`src/rtl/demux16_wr_bank.sv`:
```
// demux16_wr_bank: write side of a 16-entry register bank.
// - Writes are accepted over a valid/ready handshake.
// - Each accepted write is decoded into a registered one-hot strobe.
// - The selected register takes the data one edge after acceptance.
// - A bulk-clear engine zeros the registers one per cycle through the
//   same strobe path.
// - An optional register can be hardwired to read as zero.
module demux16_wr_bank #(
   parameter int WIDTH    = 64,
   parameter bit ZERO_EN  = 1'b1,
   parameter int ZERO_IDX = 15
) (
   input  logic                  clk,
   input  logic                  reset,
   input  logic                  wr_valid,
   output logic                  wr_ready,
   input  logic [3:0]            wr_addr,
   input  logic [WIDTH-1:0]      wr_data,
   input  logic                  clr_start,
   output logic                  clr_busy,
   output logic                  clr_done,
   output logic [15:0]           wr_en_onehot,
   output logic [16*WIDTH-1:0]   q
);

   typedef enum logic {
      IDLE  = 1'b0,
      CLEAR = 1'b1
   } state_t;

   // Registers that may actually be written; the hardwired-zero entry is masked out.
   localparam logic [15:0] WR_MASK = ZERO_EN ? ~(16'd1 << ZERO_IDX) : '1;

   function automatic logic [15:0] decode(input logic [3:0] a);
      return 16'd1 << a;
   endfunction

   state_t             state, next_state;
   logic [3:0]         cnt, next_cnt;
   logic [15:0]        next_onehot;
   logic [WIDTH-1:0]   s1_data, next_data;
   logic               next_done;
   logic [WIDTH-1:0]   regs [16];

   assign wr_ready = reset && (state == IDLE) && !clr_start;
   assign clr_busy = (state == CLEAR);

   // Next-state, clear sequencing and stage-1 capture of an accepted write.
   always_comb begin
      next_state  = state;
      next_cnt    = cnt;
      next_onehot = '0;
      next_data   = s1_data;
      next_done   = 1'b0;
      case (state)
         IDLE: begin
            if (clr_start) begin
               next_state = CLEAR;
               next_cnt   = '0;
            end else if (wr_valid) begin
               next_onehot = decode(wr_addr) & WR_MASK;
               next_data   = wr_data;
            end
         end
         CLEAR: begin
            next_onehot = decode(cnt);
            next_data   = '0;
            if (cnt == 4'd15) begin
               next_state = IDLE;
               next_cnt   = '0;
               next_done  = 1'b1;
            end else begin
               next_cnt = cnt + 4'd1;
            end
         end
         default: next_state = IDLE;
      endcase
   end

   // State, stage-1 and register storage; reset discards any pending commit.
   always_ff @(posedge clk) begin
      if (!reset) begin
         state        <= IDLE;
         cnt          <= '0;
         wr_en_onehot <= '0;
         s1_data      <= '0;
         clr_done     <= 1'b0;
         for (int unsigned k = 0; k < 16; k++) begin
            regs[k] <= '0;
         end
      end else begin
         state        <= next_state;
         cnt          <= next_cnt;
         wr_en_onehot <= next_onehot;
         s1_data      <= next_data;
         clr_done     <= next_done;
         for (int unsigned k = 0; k < 16; k++) begin
            if (wr_en_onehot[k] && WR_MASK[k]) begin
               regs[k] <= s1_data;
            end
         end
      end
   end

   for (genvar k = 0; k < 16; k++) begin : g_q
      assign q[k*WIDTH +: WIDTH] = WR_MASK[k] ? regs[k] : '0;
   end

endmodule

```
`config.mk`:
```
export PLATFORM = sky130hd
export DESIGN_NAME = demux16_wr_bank
export DESIGN_NICKNAME = d
export VERILOG_FILES = /design/src/rtl/demux16_wr_bank.sv
export SDC_FILE = /design/constraint.sdc
export NUM_CORES = 1
export LEC_CHECK = 0
export BUFFER_PORTS_ARGS = -buffer_cell sky130_fd_sc_hd__buf_2
export CELL_PAD_IN_SITES_DETAIL_PLACEMENT = 1
export CELL_PAD_IN_SITES_GLOBAL_PLACEMENT = 1
export CORE_AREA = 2 2 440 442
export CTS_CLUSTER_DIAMETER = 50
export DETAILED_ROUTE_END_ITERATION = 8
export DIE_AREA = 0 0 442 444
export PLACE_DENSITY = 0.45
export SLEW_MARGIN = 25
export SYNTH_ARGS = -nofsm -noshare
export SYNTH_HDL_FRONTEND = slang
export SYNTH_SLANG_ARGS = --single-unit
```
`constraint.sdc`:
```
create_clock -name clk -period 5.48 [get_ports clk]
set_input_delay 0 -clock clk [delete_from_list [all_inputs] [get_ports clk]]
set_output_delay 0 -clock clk [all_outputs]
set_load 0.1 [all_outputs]
```
; ---- After elaboration in Yosys (flattened, before gate mapping)
; Memory sizes are Yosys's and may differ from the RTL's.
; Cells that the tools add are included.
[word_totals]
register_bits = 86
mem_bits_rw = 1024
input_bits = 72
word_cells = 108
memories = 1
[classes]
add_sub_neg = 1
eq_ne = 4
n_shift = 2
n_mux = 74
bitwise = 16
n_reduce_logical = 5
[memory_table]
columns = memory, depth, word_bits, read_ports, rd_clocked_by_memory_dff, wr, line
row1 = regs, 16, 64, 15, 0, 16, 43  ; logic [WIDTH-1:0] regs [16];
[ops]
columns = cell, count
row1 = $mux W64, 17
row2 = $pmux W64 S2, 1
row3 = $mux W1, 49
row4 = $pmux W16 S2, 1
row5 = $mux W16, 1
row6 = $shl A1 B4 Y16 const A, 1
row7 = $mux W15, 1
row8 = $or A1 B1 Y1, 15
row9 = $shl A1 B4 Y15 const A, 1
row10 = $mux W4, 2
row11 = $pmux W4 S2, 1
row12 = $ne A2 B2 Y1 const B, 3
row13 = $add A4 B1 Y4 const B, 1
row14 = $eq A4 B4 Y1 const B, 1
row15 = $reduce_and A2 Y1, 2
row16 = $logic_and A1 B1 Y1, 2
row17 = $pmux W1 S2, 1
row18 = $logic_not A1 Y1, 1
row19 = $not A1 Y1, 1

; ---- Depth between registers and ports, before layout
[logic_depth]
depth_word = 4
ltp_mapped = 7
mapped_depth_nobuf = 5

; ---- Worst setup path before layout
; No wires, ideal clock.
[synth_timing]
path_kind = reg2reg
from = reg wr_en_onehot[0]
to = mem regs[0][0], enable pin
setup_ps = 433
arrival_time_ps = 2860
slack_ps = 2187
stages_incl_launch_ff = 3
n_path_buf = 1
synth_period_minus_slack_ps = 3293
cell_sequence = dfxtp_1 clkbuf_1 nand2b_1
[synth_rtl]
columns = element, line
row1 = start: declaration, 22  ; output logic [15:0] wr_en_onehot,
row2 = start signal: assignment, 94  ; wr_en_onehot <= next_onehot;
row3 = end: declaration, 43

; ---- Final worst setup path
[layout_timing]
from = reg state, in the netlist clr_busy
to = reg s1_data[55]
[layout_between]
elab_chain_cells = 3
[layout_lines]
columns = element, line
row1 = start: declaration, 38  ; state_t state, next_state;
row2 = start signal: assignment, 92  ; state <= next_state;
row3 = $not A1 Y1, n/a
row4 = $ne A2 B2 Y1 (no line), n/a
row5 = $reduce_and A2 Y1 (no line), n/a
row6 = end signal: assignment, 95  ; s1_data <= next_data;
row7 = end: declaration, 41  ; logic [WIDTH-1:0] s1_data, next_data;
; Parallel ways exist; a longest one is shown, timed or not.
; A chain may end at the register's enable or synchronous reset.

==> impl_metrics.env <==
export IMPL_netlist_cell_type_count=31
export IMPL_synth_cell_area_um2=37500
export IMPL_synth_yosys_seq_area_share_pct=81.4
export IMPL_setup_tns_final_ns=0
export IMPL_floorplan_core_area_um2=192000
export IMPL_final_layout_size_suffix_gt1_share_pct=36.8
export IMPL_worstMarginPinSlew_ns=1.12
export IMPL_post_route_drc_count=0
export IMPL_critPathArrivalTime_ns=3.58
export IMPL_layoutNonFillerInstCount=6194
export IMPL_rsz_0062_raised_after_global_routing="no"
export IMPL_power_total_mw=22.6
export IMPL_share_of_the_cycle_needed_by_the_critical_path_after_routing_pct=51.9
export IMPL_number_of_buffer_and_inverter_stages_on_the_critical_path=2
export IMPL_place_detailed_hpwl_mm=121
export IMPL_grt_start_max_net_pins=203
export IMPL_setup_viol=0
export IMPL_postCtsSetupRepairBufs=0
export IMPL_p_leak_nw=23.8
export IMPL_power_density_nw_per_um2=432
export IMPL_finalWorstPathRequiredPeriod_ns=2.85
export IMPL_clk_pin_slew_ns=0.06
export IMPL_critical_path_top_delay_family="buffers and inverters"
export IMPL_routed_wl_mm=177
export IMPL_routed_wire_length_per_instance_um=28.5
export IMPL_cts_buffer_depth=3
export IMPL_start_util_pct=19.6
export IMPL_final_common_cell="buf_2"
export IMPL_postLayoutCoreUtil_pct=27.3
export IMPL_top_library_cells_by_usage_in_the_layout_fill_and_taps_aside="1049 x buf_2, 960 x edfxtp_1, 641 x and3_1"
export IMPL_max_cap_violations=0
export IMPL_clock_root_buffer="clkbuf_16"
export IMPL_peakVddDrop_v=0.000272
export IMPL_vias=25400
export IMPL_cts_buffers=145
export IMPL_grt_use_total_pct=17.4
export IMPL_clock_tree_htree_level_count=4
export IMPL_clkSinkCount=1046
export IMPL_timing_critical_path_from_type="flip-flop"
export IMPL_syn_area_per_cell_um2=16.1
export IMPL_number_of_antenna_violating_nets_in_the_routed_design=0
export IMPL_drt_vias_per_instance=4.10
export IMPL_ys_seq_elements=1046
export IMPL_nNetsFinal=3609
export IMPL_critical_path_slowest_cell="and4bb_4"
export IMPL_worst_path_max_fanout=35
export IMPL_report_final_slew_viol_count=0
export IMPL_tritoncts="built"
export IMPL_gp_congestion=0.793
export IMPL_grt_pass1_wl_mm=233
export IMPL_finalClockSkew_ns=0.0303
export IMPL_end_kind="flip-flop"
export IMPL_pre_cts_ws_ns=2.56
export IMPL_global_route_overflow_total=0
export IMPL_placed_cell_count=5705
export IMPL_postLayoutSetupSlackWorst_ns=2.63
export IMPL_final_hold_violation_count=0
export IMPL_cp_cell_sequence="and4bb_4 -> buf_4 -> nand2_1 -> o21ai_1 -> dlygate4sd3_1"
export IMPL_maxClockFrequency_mhz=351
export IMPL_run_status="complete, no violations"
export IMPL_insertion_delay_ns=0.81
export IMPL_crit_type="reg2reg"
export IMPL_maximum_cell_stage_delay_along_the_critical_path_ns=0.84
export IMPL_data_required_time_of_the_critical_path_ns=6.22
export IMPL_port_buffers=1050
export IMPL_timing_slew_headroom_pct=25.5
export IMPL_die_x_um=442
export IMPL_io_pin_count=1115
export IMPL_syn_inst=2331
export IMPL_post_cts_resized=0
export IMPL_antenna_violations_before_repair=36
export IMPL_regToRegSetupSlack_ns=2.63
export IMPL_rows=161
export IMPL_hp_class="in2reg"
export IMPL_detailedRoute_firstPassIterationCount=7
export IMPL_via_count_of_the_first_global_routing_pass=25800
export IMPL_die_height_um=444
export IMPL_synthToLayoutAreaGrowth_pct=39.5
export IMPL_floorplan_die_area_um2=196000
export IMPL_cts_hold_buffers_added=205
export IMPL_synth_warning_count=0
export IMPL_drt_initial_drc_count=2402
==> cells in the mapped netlist <==
cell type	count	area share [%]
dfxtp_1	86	4.6
or3b_1	1	0.023
clkbuf_1	220	2.2
nor2b_1	3	0.050
nand3_1	9	0.12
o21ai_1	72	0.96
and4b_1	1	0.027
nand3b_1	2	0.040
o22ai_1	8	0.13
and2_1	1	0.017
buf_4	64	1.3
nand2b_1	17	0.28
nand2_1	140	1.4
buf_2	9	0.12
conb_1	1	0.010
ha_1	6	0.20
edfxtp_1	960	77
or2_2	1	0.017
o32ai_1	1	0.023
a21oi_1	3	0.040
a21boi_1	1	0.020
a32oi_1	1	0.023
or3_1	2	0.033
nor3b_1	2	0.040
a21o_1	1	0.020
inv_1	70	0.70
buf_1	3	0.030
and3_1	641	11
nor2_1	3	0.030
a31oi_1	1	0.017
and4bb_1	1	0.033
==> final cells by class <==
class	instances	area, um2
fillers	20900	139000
flip-flops and latches	1046	30600
repair buffers	1286	7590
multi-input cells	982	5710
clock buffers	179	3910
well taps	2526	3160
clock inverters	90	1080
inverters	70	263
diodes	15	37.5
==> state kept, by name, indices dropped and copies added (netlist names) <==
register and cells:
regs 960, s1_data 64, clr_busy 1, cnt 4, wr_en_onehot 16, clr_done 1
==> tightest hold or removal path: stages <==
cell and delay, ns:
dlygate4sd3_1 0.58, buf_2 0.18, o21ai_1 0.06, a21oi_1 0.09
==> layer usage <==
layer	global-route usage (%)	share of wire [%]	vias up	wire, um
met4	7.94	4.6	0	8110
met1	20.3	39	13200	68400
li1	-	-	10900	-
met2	30.2	51	1021	89300
met3	4.23	6.1	267	10800
met5	0	0	-	0
==> cell families after synthesis <==
kind of cell | share of synthesized area (%)
buffers and inverters | 4.33
adder cells (fa/ha/maj) | 0.200
AO/OA/AOI/OAI | 1.24
flip-flops | 81.4
other | 0.00999
AND/OR/NAND/NOR | 12.8
==> where the power goes <==
group / internal, mW / switching, mW / leakage (nW)
clock: 5.95 / 3.92 / 2.41
sequential: 9.03 / 0.220 / 10.6
combinational: 0.344 / 3.14 / 10.8
total: 15.3 / 7.28 / 23.8
==> worst paths after layout <==
path                       start  cells after the start                  endpoint
max          clr_busy$_SDFF_PN0_                      5  s1_data[55]$_SDFFE_PN0P_
min                    clr_start                      4       clr_busy$_SDFF_PN0_
min reg2reg  cnt[0]$_SDFFE_PN0P_                      2       cnt[0]$_SDFFE_PN0P_
max reg2reg  clr_busy$_SDFF_PN0_                      5  s1_data[55]$_SDFFE_PN0P_
==> through the flow <==
step,cell area (um2),hold WS [ns]
after floorplan,37800,0.115
after global placement,45300,0.206
after detailed placement,45300,0.208
after CTS,52300,0.0590
after global routing,52300,0.104
final,52300,0.155
(Power assumes the default switching activity.)
